<file path="src/rtl/cb_wb_arbiter.sv">
// cb_wb_arbiter
// Round-robin arbiter that shares the single completion-buffer write port
// between the writeback requesters (0 = arith, 1 = mul, 2 = div, 3 = ls).
// The winning result is registered and presented for exactly one cycle.
//
// Ports
//   CLK, nRST                 clock (rising edge), asynchronous active-low reset
//   flush                     drop all in-flight results, no grant this cycle
//   cb_stall                  completion buffer cannot take a write this cycle
//   req_valid[NREQ]           per-requester result valid
//   req_ready[NREQ]           per-requester accept, one-hot or zero (combinational)
//   req_index/wdata/vd        flat per-requester payload, slice i = [i*W +: W]
//   req_exception, req_wen    per-requester flags
//   cb_ready                  registered one-cycle write pulse
//   cb_index/wdata/vd         registered payload of the last granted requester
//   cb_exception, cb_wen      registered flags of the last granted requester
//   cb_src                    registered id of the last granted requester
//   dbg_rr_ptr                current round-robin pointer (state observation)
//
// Handshake: a requester raises req_valid with a stable payload and holds both
// until it sees req_ready high in the same cycle; valid & ready on a rising
// edge is a transfer. req_ready never depends on anything but req_valid,
// rr_ptr, flush, cb_stall and reset, so there is no ready->valid loop.
module cb_wb_arbiter #(
  parameter int NUM  = 16,
  parameter int NREQ = 4,
  localparam int IW  = $clog2(NUM),
  localparam int SW  = (NREQ > 1) ? $clog2(NREQ) : 1
) (
  input  logic               CLK,
  input  logic               nRST,
  input  logic               flush,
  input  logic               cb_stall,
  input  logic [NREQ-1:0]    req_valid,
  output logic [NREQ-1:0]    req_ready,
  input  logic [NREQ*IW-1:0] req_index,
  input  logic [NREQ*32-1:0] req_wdata,
  input  logic [NREQ*5-1:0]  req_vd,
  input  logic [NREQ-1:0]    req_exception,
  input  logic [NREQ-1:0]    req_wen,
  output logic               cb_ready,
  output logic [IW-1:0]      cb_index,
  output logic [31:0]        cb_wdata,
  output logic [4:0]         cb_vd,
  output logic               cb_exception,
  output logic               cb_wen,
  output logic [SW-1:0]      cb_src,
  output logic [SW-1:0]      dbg_rr_ptr
);

  logic [SW-1:0] rr_ptr;
  logic [SW-1:0] gnt;
  logic          gnt_found;
  logic          xfer;
  logic [SW-1:0] ptr_next;

  // Requester that sits k positions above base, modulo NREQ. The wrap is
  // explicit so a non-power-of-two NREQ never indexes past the last requester.
  function automatic logic [SW-1:0] wrap_add(input logic [SW-1:0] base, input int k);
    int s;
    s = int'(base) + k;
    if (s >= NREQ) s = s - NREQ;
    return SW'(s);
  endfunction

  // First valid requester at or above rr_ptr, scanning upward with wrap.
  always_comb begin
    gnt_found = 1'b0;
    gnt       = '0;
    for (int k = 0; k < NREQ; k++) begin
      if (!gnt_found && req_valid[wrap_add(rr_ptr, k)]) begin
        gnt_found = 1'b1;
        gnt       = wrap_add(rr_ptr, k);
      end
    end
  end

  // Flush dominates stall; both block the grant. Reset also masks ready so
  // no requester believes it was accepted while the arbiter is held in reset.
  always_comb begin
    xfer      = gnt_found & ~flush & ~cb_stall & nRST;
    req_ready = '0;
    if (xfer) req_ready[gnt] = 1'b1;
    ptr_next  = (gnt == SW'(NREQ - 1)) ? '0 : gnt + SW'(1);
  end

  always_ff @(posedge CLK or negedge nRST) begin
    if (!nRST) begin
      rr_ptr       <= '0;
      cb_ready     <= 1'b0;
      cb_index     <= '0;
      cb_wdata     <= '0;
      cb_vd        <= '0;
      cb_exception <= 1'b0;
      cb_wen       <= 1'b0;
      cb_src       <= '0;
    end else begin
      // xfer already excludes flush, so a flush cycle can never leave a pulse.
      cb_ready <= xfer;
      if (xfer) begin
        cb_index     <= req_index[int'(gnt)*IW +: IW];
        cb_wdata     <= req_wdata[int'(gnt)*32 +: 32];
        cb_vd        <= req_vd[int'(gnt)*5 +: 5];
        cb_exception <= req_exception[gnt];
        cb_wen       <= req_wen[gnt];
        cb_src       <= gnt;
        rr_ptr       <= ptr_next;
      end
    end
  end

  assign dbg_rr_ptr = rr_ptr;

endmodule

</file>
<file path="config.mk">
export PLATFORM = sky130hd
export DESIGN_NAME = cb_wb_arbiter
export DESIGN_NICKNAME = d
export VERILOG_FILES = /design/src/rtl/cb_wb_arbiter.sv
export SDC_FILE = /design/constraint.sdc
export NUM_CORES = 1
export LEC_CHECK = 0
export BUFFER_PORTS_ARGS = -buffer_cell sky130_fd_sc_hd__buf_2
export CORE_MARGIN = 2
export CORE_UTILIZATION = 46
export DETAILED_ROUTE_END_ITERATION = 7
export GPL_TIMING_DRIVEN = 0
export PLACE_DENSITY = 0.88
export SYNTH_ARGS = -nofsm -noshare
export SYNTH_HDL_FRONTEND = slang
export SYNTH_SLANG_ARGS = --single-unit
</file>
<file path="constraint.sdc">
create_clock -name CLK -period 3.6 [get_ports CLK]
set_clock_uncertainty 0.1 [all_clocks]
set_input_delay 0.36 -clock CLK [delete_from_list [all_inputs] [get_ports CLK]]
set_output_delay 0.36 -clock CLK [all_outputs]
set_load 0.02 [all_outputs]
</file>
Word-level counts from Yosys, hierarchy flattened --
Cells that the tools add are included.
Storage, ports and cells: register bits after elaboration 48, input bits 180, output and inout bits 52, logic and storage cells 71
Operators by class: $add $sub $neg 8, multiply operators 1, magnitude comparators 10, equal/unequal tests 1, shift-type cells 3, mux-type cells 28, bitwise operators 5, reductions and logical operators 7
Operator list (count):
- 128-bit by 8-bit variable part select with 32-bit output | 1
- 20-bit by 6-bit variable part select with 5-bit output | 1
- 2-bit 2-to-1 mux | 9
- 16-bit by 5-bit variable part select with 4-bit output | 1
- 2-bit by 3-bit less-than comparator with 1-bit output (second input constant) | 5
- 1-bit binary-select mux with 2-bit select | 6
- 1-bit 2-to-1 mux | 11
- 3-bit >= comparator (second input constant) | 3
- 2-bit by 1-bit subtractor with 2-bit output (second input constant) | 4
- 2-bit by 2-bit adder with 3-bit output (second input constant) | 2
- 2-bit by 3-bit multiplier with 5-bit output (second input constant) | 1
- 1-bit logical AND | 4
- 4-bit 2-to-1 mux | 1
- 2-bit by 1-bit adder with 3-bit output (second input constant) | 1
- 1-bit AND | 3
- 2-bit by 3-bit >= comparator with 1-bit output (second input constant) | 1
- 1-bit logical NOT | 3
- 2-bit by 1-bit adder with 2-bit output (second input constant) | 1
- 1-bit demux with 2-bit select | 1
- 2-bit == test (second input constant) | 1
- 2-bit by 1-bit >= comparator with 1-bit output (second input constant) | 1
- 1-bit inverter | 2

Longest topological paths before layout --
Gate-level depths: netlist of the first run.
depth in word-level cells 19, gate-level depth with buffers 9, gate-level depth less buffers 6

Worst setup path before layout of the first run --
OpenSTA, ideal clock, no wires.
path kind flip-flop to output port, start point reg rr_ptr[1] (netlist: dbg_rr_ptr[1]), end point out req_ready[0], data arrival time 1.916 ns, data required time 3.140 ns, setup slack 1.224 ns, stages on the path, launching flop included 10, path buffers 3, cells stage by stage dfrtp_1 > nor2b_1 > and2_1 > buf_2 > nor3_4 > inv_2 > buf_6 > buf_6 > ha_1 > and2_1
On the way: longest elaborated chain between the ends 19, elaborated cells between the ends (all ways) 46, classes of those cells add/sub: 7; order compare: 6; mux: 23; bitwise: 3; reduce/logical: 7
Ends and longest elaborated chain:
- start: declaration | line 51 | logic [SW-1:0] rr_ptr;
- start signal: assignment | line 107 | rr_ptr <= ptr_next;
- parallel branches: the longest is 13 deep, another holds 2-bit by 1-bit adder with 3-bit output
- 2-bit 2-to-1 mux (*) | line 71 | if (!gnt_found && req_valid[wrap_add(rr_ptr, k)]) begin
- net gnt[0] | line 52 | logic [SW-1:0] gnt;
- 2-bit by 3-bit less-than comparator with 1-bit output (implied by the code) or 2-bit by 1-bit >= comparator with 1-bit output (tied branches) | line 83 | if (xfer) req_ready[gnt] = 1'b1;
- 1-bit logical AND (implied by the code) | line 83
- 1-bit 2-to-1 mux (implied by the code) | line 83
- 1-bit demux with 2-bit select (*) | line 83
- 4-bit 2-to-1 mux (*) | line 83
- end: declaration | line 35 | output logic [NREQ-1:0] req_ready,
Mark *: on every way through the listed nets, which the timed path passes. The select of a mux whose other input is x is not followed.

Final worst setup path of the first run --
start point in nRST, end point out req_ready[3]
On the way: longest elaborated chain between the ends 2
Ends and longest elaborated chain:
- start: declaration | line 31 | input logic nRST,
- 1-bit AND | line 81 | xfer = gnt_found & ~flush & ~cb_stall & nRST;
- net xfer | line 54 | logic xfer;
- 4-bit 2-to-1 mux | line 83
The timed path passes the listed nets, and every way through them passes these cells.

==> impl_results.md, run 1 <==
* Drt via density at 5.96
* Crit path launch type: primary input
* Mapped Cells at 391
* Worst path max stage delay at 0.86 ns
* HP Class: primary input to async pin
* Fin crit period at 2.97 ns
* Clk_lat worst skew at 0.30 ns
* DR vias at 4345
* Area grow syn2layout at 39.2%
* Routability cong. at 0.814
* DRC viols at 0
* First-pass GRT wire length at 20000 µm
* Least-Margin Pin Slew at 1.17 ns
* # diodes at 0
* Post-layout nets at 813
* Main combinational cell family by area after synthesis: compound AO/OA/AOI/OAI gates
* Die Width at 91.7 µm
* Setup Viol. Count Final at 0
* Largest net degree at the start of global routing at 50
* RSZ-0062 raised after global routing: false
* Port bufs at 231
* Synth top area share at 34.0%
* WHS at approximately 0.18 ns
* Vias in the first global route at 4154
* Final Cell Area at 4920 µm²
* F_max at 336 MHz
* Final setup slack of the worst path at 0.627 ns
* Core area at 7330 µm²
* Critical path endpoint category: output pin
* DP Area at 4820 µm²
* Pre-CTS setup slack at 0.418 ns
* Routed len/inst at approximately 18 µm
* TritonCTS clock tree: done
* Mapped Nets at 575
* Crit path DAT at 2.51 ns
* CTS root buffer: clkbuf_8
* Pwr/cell area at 568 nW/µm²
* Peak supply drop at 0.312 mV
* Number of distinct library cells after synthesis at 30
* CP Cell Sequence: buf_2, nand3_1, clkinv_1, and2_1, buf_2
* Post-synthesis adder-cell area fraction at 1.42%
* Most common cell after layout, fill and taps aside: buf_2
* Tot GR Track Use at 29.5%
* Number of nets with antenna violations after routing at 0
* CTS Buf Count at 5
* Setup TNS at 0 ns
* Initial Util at 48.2%
* Register bit total from synthesis at 48
* Maxcap violations at 0
* Post-CTS Hold Buffers at 0
* Synth warn at 0
* Crit-path most repeated cell: buf_2
* Sequential area share after synthesis at about 34%
* Layout cell share with drive strength beyond 1 at 41.0%
* Initial antenna violation count at 0
* Final Util at ~67%
* Max H-tree Level at 2
* Status: completed
* Top-Level Pins at 232
* Static leakage at 2.51 nW
* Avg Inst Size Synth at 9.04 µm²
* Final hold vios at 0
* Site Rows at 31
* Rel. slew slack at 22.2%
* Max-slew violations at 0
* Final Cycle Share at 82.6%
* Complex-gate fraction of the synthesized area at 29.4%
* Largest area contributor in the netlist: dfrtp_1
* Critical path buffer and inverter count at 3
* Req. time, crit path at 3.14 ns
* Pre-antenna DRT Iters at 5
* Synth Area in Simple Gates at 15.8%
* DP HPWL at 9800 µm
* Wirelength, routed at 13100 µm
* Setup CP Type: primary input to output pin
* Die Ht at 91.7 µm
* Multiplexer share of the synthesized area at 12.7%
* Clock Sinks at 48
* Total gr overflow at 0
* Post-CTS setup repair buffer count at 0
* Post-CTS sizing at 0
* Cell Area, Synth at 3540 µm²
* Die Area at ~8400 µm²
* Commonest cells after routing, fill and taps aside: 242 x buf_2, 52 x nand2_1, 48 x dfrtp_1
* Worst path top cell family by delay: buffers and inverters
* Ranking of synthesized cells by area: dfrtp_1 34%, mux2i_1 13%, a211o_1 10%
* Initial DRC Count at roughly 230
* XOR/XNOR Fraction of Synth Area at 0%
* Max clock buf depth at 2
* Critical Path Fanout Max at 49
* Clock-pin slew on the worst setup and hold paths at 0.09 ns
* Slowest-stage cell, CP: buf_2
[cell usage after synthesis, drive strengths merged]
library cell and instances:
a2111oi 1, a211o 41, a21o 1, a21oi 2
and2 5, buf 16, clkbuf 32, clkinv 1
dfrtp 48, ha 4, inv 2, mux2i 45
nand2 53, nand2b 1, nand3 1, nand4 41
nor2 6, nor2b 2, nor3 1, nor3b 1
o211ai 41, o21a 1, o21ai 2, o221ai 2
o31ai 41
[logic make-up after synthesis]
logic type	Yosys count
and+or+nand+nor	111
DFF	48
buffers and inverters	51
AOI/OAI and AO/OA	132
adders and majority gates	4
muxes	45
[state kept, by name, indices dropped and copies added (netlist names)]
name,cells
cb_src,2
dbg_rr_ptr,2
cb_ready,1
cb_index,4
cb_vd,5
cb_exception,1
cb_wdata,32
cb_wen,1
[power by group]
group | internal, W | switching, W | leakage, nW
clock | 0.000207 | 0.000194 | 0.0552
sequential | 0.000744 | 0.000127 | 0.601
combinational | 0.000575 | 0.000948 | 1.86
[through the flow]
stage	cells	total power, W
after floorplan	391	0.00186
after global placement	721	0.00234
after detailed placement	721	0.00240
after CTS	729	0.00280
after global routing	729	0.00297
final	729	0.00279
[layer usage]
layer	track usage [%]	vias up	share of wire, %
met5	0	-	0
met4	10.1	0	2.0
met3	5.34	23	7.6
met2	52.1	234	52
met1	36.1	2088	39
li1	-	2000	-
[worst paths after layout]
path | startpoint | endpoint | slack (ns) | depth (start not counted)
min in group CLK | req_wdata[44] | cb_wdata[12]$_DFFE_PN0P_ | 0.26 | 3
worst max-delay path | nRST | req_ready[3] | 0.63 | 5
worst min register to register | cb_src[1]$_DFFE_PN0P_ | cb_src[1]$_DFFE_PN0P_ | 0.40 | 2
max in group asynchronous | nRST | cb_wdata[29]$_DFFE_PN0P_ | 2.51 | 1
worst max register to register | dbg_rr_ptr[1]$_DFFE_PN0P_ | cb_wdata[25]$_DFFE_PN0P_ | 1.22 | 7
worst min-delay path | nRST | cb_wdata[17]$_DFFE_PN0P_ | 0.18 | 1
[area by class of cell]
cell class / instances / area (µm²)
Fill cell: 655 / 2410
Multi-Input combinational cell: 292 / 2100
Sequential cell: 48 / 1200
Timing Repair Buffer: 231 / 1160
Buffer: 48 / 224
Tap cell: 99 / 124
Clock buffer: 6 / 72.6
Clock inverter: 2 / 35.0
Inverter: 3 / 11.3
(Power assumes the default switching activity.)
==> run 2, diff against run 1 <==
--- a/config.mk
+++ b/config.mk
@@ -5,12 +5,13 @@
 export SDC_FILE = /design/constraint.sdc
 export NUM_CORES = 1
 export LEC_CHECK = 0
+export ABC_AREA = 1
 export BUFFER_PORTS_ARGS = -buffer_cell sky130_fd_sc_hd__buf_2
 export CORE_MARGIN = 2
-export CORE_UTILIZATION = 46
+export CORE_UTILIZATION = 41
 export DETAILED_ROUTE_END_ITERATION = 7
 export GPL_TIMING_DRIVEN = 0
-export PLACE_DENSITY = 0.88
+export PLACE_DENSITY = 0.8
 export SYNTH_ARGS = -nofsm -noshare
 export SYNTH_HDL_FRONTEND = slang
 export SYNTH_SLANG_ARGS = --single-unit
==> constraint.sdc (replaced) <==
create_clock -name CLK -period 2.71 [get_ports CLK]
set_clock_uncertainty 0.1 [all_clocks]
set_input_delay 0.271 -clock CLK [delete_from_list [all_inputs] [get_ports CLK]]
set_output_delay 0.271 -clock CLK [all_outputs]
set_load 0.02 [all_outputs]
==> run 2 against run 1 <==
  * Flip-flop and latch count stayed put
  * Critical path depth is 9 higher
  * Via count is 12% higher
  * Core utilization is 8.4 points lower
  * Sequential power is 43% higher
  * Synthesized area is 13% higher
  * Die area is 26% higher
  * Power grew to 2.6 times the previous value
  * Cell area is 15% higher
==> impl_results.md, run 2 <==
* Status: completed
* Initial DRC Count at 190
* Fin crit period at 2.63 ns
* Synth top cells by count: 232 x nand2_1, 130 x inv_1, 127 x nand3_1
* Number of distinct library cells after synthesis at 30
* Crit-path most repeated cell: nand2_4
* Avg Inst Size Synth at 6.17 µm²
* Least-Margin Pin Slew at around 0.44 ns
* Setup Viol. Count Final at 0
* Register bit total from synthesis at 48
* RSZ-0062 raised after global routing: true
* Maxcap violations at 0
* Largest area contributor in the netlist: dfrtp_1
* Critical path endpoint category: output pin
* Die Ht at 103 µm
* Number of nets with antenna violations after routing at 0
* HP Class: primary input to flip-flop
* Peak supply drop at 0.709 mV
* Core area at ~9600 µm²
* Crit path launch type: flip-flop
* Mapped Nets at 832
* CTS Buf Count at 5
* Post-synth EDFFs at 0
* Clock-pin slew on the worst setup and hold paths at roughly 0.10 ns
* Main synth FF type: dfrtp_1
* Worst path max stage delay at 0.47 ns
* Max clock buf depth at 2
* Sequential area share after synthesis at 30.0%
* Cell Area, Synth at 4000 µm²
* Clock Sinks at 48
* Final Cell Area at 5670 µm²
* Static leakage at 3.55 nW
* Drt via density at 4.70
* Final Power at 0.00723 W
* Port bufs at 231
* Logic pwr share at 76.5%
* Pre-antenna DRT Iters at 4
* Routability cong. at a little over 0.9
* Largest register FFs at 32
* DP Area at 5320 µm²
* Post-layout nets at 1085
* Die Width at approximately 100 µm
* Switch share at roughly 53%
* Final hold vios at 0
* Slowest-stage cell, CP: dfrtp_2
* Mapped Cells at 648
* Wirelength, routed at 13700 µm
* Worst path top cell family by delay: simple AND/OR/NAND/NOR gates
* Biggest register: cb_wdata
* CTS root buffer: clkbuf_8
* Biggest regs: cb_wdata: 32 flops, cb_vd: 5 flops, cb_index: 4 flops
* Most common cell in the netlist: nand2_1
* Power share of the clock group at 6.3%
* Site Rows at 36
* Synth top area share at 30.0%
* Inst Count DP at 1012
* Max H-tree Level at 2
* Setup CP Type: flip-flop to output pin
* Post-Layout Cell Count at approximately 1000
* Area grow syn2layout at 41.8%
* Pre-CTS setup slack at -0.109 ns
* Critical Path Fanout Max at 7
* Final setup slack of the worst path at around 0.083 ns
* NetSw at 0.00384 W
* Most common cell after layout, fill and taps aside: buf_2
* Final Cycle Share at between 90% and 100%
* Register share of total power at ~17%
* Vias in the first global route at around 4400
* Req. time, crit path at 2.34 ns
* Power Internal at 0.00339 W
* F_max at 381 MHz
* Largest net degree at the start of global routing at between 40 and 50
* Synth warn at 0
* Total gr overflow at 0
* Max-slew violations at 0
* Ranking of synthesized cells by area: dfrtp_1 30%, nand2_1 22%, nand3_1 16%
* DP HPWL at 10200 µm
* Tot GR Track Use at between 20% and 30%
* Routed len/inst at 13.2 µm
* Layout cell share with drive strength beyond 1 at around a third
* TritonCTS clock tree: done
* Commonest cells after routing, fill and taps aside: 234 x buf_2, 225 x nand2_1, 130 x inv_1
* Clk_lat worst skew at approximately 0.30 ns
* Initial Util at 41.5%
* First-pass GRT wire length at 20000 µm
* CP Cell Sequence: buf_6, nand2_4, nand2_4, nand2_2, nand2_2, nor2_4, buf_6, nand4_1, nand2_4, buf_12, ha_1, inv_1, nor2_1, buf_4
* Crit path DAT at 2.26 ns
* Top-Level Pins at ~230
* DR vias at around 4900
* Die Area at 10600 µm²
* Critical path buffer and inverter count at 5
* DRC viols at 0
* Pwr/cell area at 1270 nW/µm²
* Post-synth ARST share at 100%
* WHS at 0.177 ns
* Initial antenna violation count at 3
* Rel. slew slack at 70.8%
==> run 2: cell count changes after synthesis, moves of 40 or more <==
| cell | before | now |
|---|---|---|
| nand2_1 | 52 | 232 |
| o211ai_1 | 41 | 0 |
| a211o_1 | 41 | 0 |
| nand3_1 | 1 | 127 |
| o31ai_1 | 41 | 0 |
| inv_1 | 0 | 130 |
| nand4_1 | 41 | 1 |
| mux2i_1 | 45 | 0 |
==> run 2: final cells by class <==
class | instances | area [µm²]
diodes | 1 | 2.50
clock buffers | 8 | 90.1
flip-flops and latches | 48 | 1200
well taps | 133 | 166
repair buffers | 249 | 1330
multi-input cells | 435 | 2110
fillers | 957 | 3970
plain buffers | 29 | 249
inverters | 133 | 517
==> run 2: path summary, 6_finish.rpt <==
check                                               start                        to  slack, ns  depth (start not counted)
worst max-delay path            dbg_rr_ptr[0]$_DFFE_PN0P_              req_ready[0]       0.08                         14
worst min-delay path                        req_wdata[31]  cb_wdata[31]$_DFFE_PN0P_       0.18                          5
worst max register to register  dbg_rr_ptr[0]$_DFFE_PN0P_  cb_wdata[23]$_DFFE_PN0P_       0.21                         17
worst min register to register       cb_vd[1]$_DFFE_PN0P_      cb_vd[1]$_DFFE_PN0P_       0.38                          2
max in group asynchronous                            nRST   cb_index[2]$_DFFE_PN0P_       1.80                          3
min in group asynchronous                            nRST   cb_wdata[1]$_DFFE_PN0P_       0.45                          3
==> run 2: layer usage <==
layer | track usage [%] | up-vias | wire [µm]
li1 | - | 2445 | -
met1 | 30.1 | 2188 | 5640
met2 | 42.3 | 208 | 6580
met3 | 4.54 | 29 | 1040
met4 | 8.10 | 2 | 378
met5 | 0 | - | 13
==> run 2: metrics by stage <==
| stage | utilization [%] | TNS [ns] |
|---|---|---|
| finish | 58.8 | 0 |
| global placement | 55.2 | -0.350 |
| CTS | 57.4 | 0 |
| global route | 58.8 | -0.0560 |
| detailed placement | 55.2 | -0.402 |
| floorplan | - | 0 |
==> run 2: power by group through the flow <==
stage,registers (W),logic (W),clock network [W]
after floorplan,0.00164,0.00311,0
final,0.00124,0.00553,0.000453
after global routing,0.00128,0.00608,0.000488
after CTS,0.00123,0.00515,0.000465
after global placement,0.00124,0.00488,0
after detailed placement,0.00124,0.00497,0
==> run 2: cells by family (layout without fill, tap and decap cells) <==
logic type	count (synthesis)	in the layout	share of synthesized area (%)
AND/OR/NAND/NOR	425	425	48.9
buffers and inverters	165	419	18.9
flip-flops	48	48	30.0
other	0	1	0
AO/OA/AOI/OAI	6	6	0.845
adder cells (fa/ha/maj)	4	4	1.25
==> run 2: timing repair <==
item,in CTS,in global routing
buffers inserted,9,6
setup endpoints to repair,4,4
hold buffers,2,0
hold endpoints to repair,48,0
gates resized for setup,5,31
pin swaps,5,10
cloned,1,0
==> run 2: worst min-delay path, delay by kind of cell <==
kind                   cells  cell delay [ns]
AND/OR/NAND/NOR            3             0.18
buffers and inverters      2             0.10
==> run 3, diff against run 2 <==
--- a/config.mk
+++ b/config.mk
@@ -12,6 +12,7 @@
 export DETAILED_ROUTE_END_ITERATION = 7
 export GPL_TIMING_DRIVEN = 0
 export PLACE_DENSITY = 0.8
+export SETUP_SLACK_MARGIN = 0.2
 export SYNTH_ARGS = -nofsm -noshare
 export SYNTH_HDL_FRONTEND = slang
 export SYNTH_SLANG_ARGS = --single-unit
==> run 3 against run 2 <==
  * Worst hold slack better by 0.0011 ns
  * Critical endpoint is now req_ready[2]
  * Critical path type unchanged
  * Count of clock-buffer cells in the layout unchanged
  * Critical path depth is the same
  * Die area stayed put
==> impl_results.md, run 3 (synthesized netlist as in run 2, its figures left out) <==
* F_max at 373 MHz
* Static leakage at 3.65 nW
* Req. time, crit path at roughly 2.3 ns
* Peak supply drop at between 0.5 and 0.6 mV
* Fin crit period at 2.68 ns
* Die Width at slightly above 100 µm
* Met2 routed WL at 7030 µm
* Clock-pin slew on the worst setup and hold paths at roughly 0.1 ns
* Biggest register: cb_wdata
* Setup CP Type: flip-flop to output pin
* Register share of total power at 16.1%
* RSZ-0062 raised after global routing: true
* Worst path max stage delay at around 0.48 ns
* Clock Sinks at 48
* Post-Layout Cell Count at 1054
* DRC viols at 0
* DP HPWL at 10200 µm
* Critical Path Fanout Max at 5
* Crit path DAT at 2.31 ns
* Critical path endpoint category: output pin
* Largest net degree at the start of global routing at ~50
* Number of nets with antenna violations after routing at 0
* Final hold vios at 0
* Switch share at 52.3%
* Worst R2R Path Depth at 15
* Commonest cells after routing, fill and taps aside: 234 x buf_2, 223 x nand2_1, 128 x inv_1
* Die Area at about 11000 µm²
* DP Area at between 5000 and 6000 µm²
* Final Cell Area at between 5000 and 6000 µm²
* Area grow syn2layout at 47.8%
* Largest register FFs at 32
* Hold Crit Depth at 5
* Post-layout nets at 1103
* Crit path launch type: flip-flop
* First-pass GRT wire length at 20700 µm
* Wirelength, routed at roughly 14000 µm
* Slowest-stage cell, CP: dfrtp_2
* Port bufs at 231
* Layout cell share with drive strength beyond 1 at between 30% and 40%
* Met3 WL at 1170 µm
* Final Util at a little over 60%
* DR vias at about 5000
* Power share of the clock group at 5.9%
* Die Ht at 103 µm
* Power Internal at 0.00369 W
* TritonCTS clock tree: done
* Vias in the first global route at 4489
* Core area at 9640 µm²
* Max-slew violations at 0
* Total gr overflow at 0
* Clk_lat worst skew at 0.30 ns
* Inst Count DP at 1012
* Initial DRC Count at approximately 200
* Top-Level Pins at ~230
* Tot GR Track Use at 25.1%
* Pre-antenna DRT Iters at 5
* Most common cell after layout, fill and taps aside: buf_2
* HP Class: primary input to flip-flop
* Rel. slew slack at 71.0%
* Highest Signal Layer: met5
* Logic pwr share at 78.0%
* Max clock buf depth at 2
* Status: completed
* WHS at between 0.15 and 0.2 ns
* Initial antenna violation count at 3
* Routability cong. at 0.934
* CTS root buffer: clkbuf_8
* CP Cell Sequence: buf_6, nand2_1, nand3_2, nand2_4, nor2_4, nand3_4, nand2_4, nand2_8, buf_8, buf_8, ha_4, inv_2, nor2_1, buf_4
* Initial Util at about two fifths
* Pwr/cell area at roughly 1300 nW/µm²
* Biggest regs: cb_wdata: 32 flops, cb_vd: 5 flops, cb_index: 4 flops
* FILL cells at 920
* CTS Buf Count at 5
* WL met1 at 5580 µm
* Setup TNS at 0 ns
* Final Cycle Share at between 90% and 100%
* Routed len/inst at about 14 µm
* Site Rows at 36
* Max H-tree Level at 2
* NetSw at 0.00404 W
* Least-Margin Pin Slew at 0.435 ns
* Maxcap violations at 0
* Setup Viol. Count Final at 0
* Drt via density at 4.76
[run 3: per-stage QoR]
step	power, W	worst slack [ns]
6_report	0.00773	0.0326
5_1_grt	0.00838	-0.0471
4_1_cts	0.00740	0.0899
3_5_place_dp	0.00621	-0.109
3_3_place_gp	0.00612	-0.0963
2_1_floorplan	0.00475	0.288
[run 3: worst max-delay path, delay by kind of cell (launching register included)]
family | cells | cell delay [ns]
flip-flops | 1 | 0.48
buffers and inverters | 5 | 0.57
AND/OR/NAND/NOR | 8 | 0.79
adder cells (fa/ha/maj) | 1 | 0.15
[run 3: power by group through the flow]
stage	Combinational (W)	Sequential, W	Clock [W]
5_1_grt	0.00660	0.00129	0.000489
6_report	0.00603	0.00125	0.000454
3_5_place_dp	0.00497	0.00124	0
4_1_cts	0.00569	0.00124	0.000465
2_1_floorplan	0.00311	0.00164	0
3_3_place_gp	0.00488	0.00124	0
[run 3: final cells by class]
| cell class | count | area (µm²) | share of cell area [%] |
|---|---|---|---|
| Antenna cell | 1 | 2.50 | 0.0424 |
| Clock buffer | 8 | 90.1 | 1.53 |
| Timing Repair inverter | 1 | 7.51 | 0.127 |
| Timing Repair Buffer | 263 | 1440 | 24.4 |
| Sequential cell | 48 | 1200 | 20.4 |
| Tap cell | 133 | 166 | 2.82 |
| Multi-Input combinational cell | 435 | 2180 | 36.9 |
| Inverter | 133 | 514 | 8.71 |
| Buffer | 32 | 302 | 5.10 |
[run 3: repair_timing]
item	4_1_cts	5_1_grt
setup endpoints to repair	4	44
setup buffers	18	10
pin swaps	14	17
hold buffers	2	0
cloned	2	1
resized for setup	37	28
endpoints found under the hold margin	48	0
[run 3: worst paths after layout]
kind / slack (ns) / end / from
hold / removal: 0.18 / cb_wdata[16]$_DFFE_PN0P_ / req_wdata[48]
max in group asynchronous: 1.81 / cb_vd[0]$_DFFE_PN0P_ / nRST
hold reg to reg: 0.38 / cb_wdata[30]$_DFFE_PN0P_ / cb_wdata[30]$_DFFE_PN0P_
setup / recovery: 0.03 / req_ready[2] / dbg_rr_ptr[0]$_DFFE_PN0P_
min in group asynchronous: 0.45 / cb_wdata[1]$_DFFE_PN0P_ / nRST
setup reg to reg: 0.25 / cb_wdata[8]$_DFFE_PN0P_ / dbg_rr_ptr[0]$_DFFE_PN0P_
[run 3: layer usage]
| layer | track usage (%) | vias to the layer above |
|---|---|---|
| met5 | 0 | - |
| met4 | 9.82 | 2 |
| met3 | 5.02 | 39 |
| met2 | 43.7 | 248 |
| met1 | 30.6 | 2243 |
| li1 | - | 2481 |
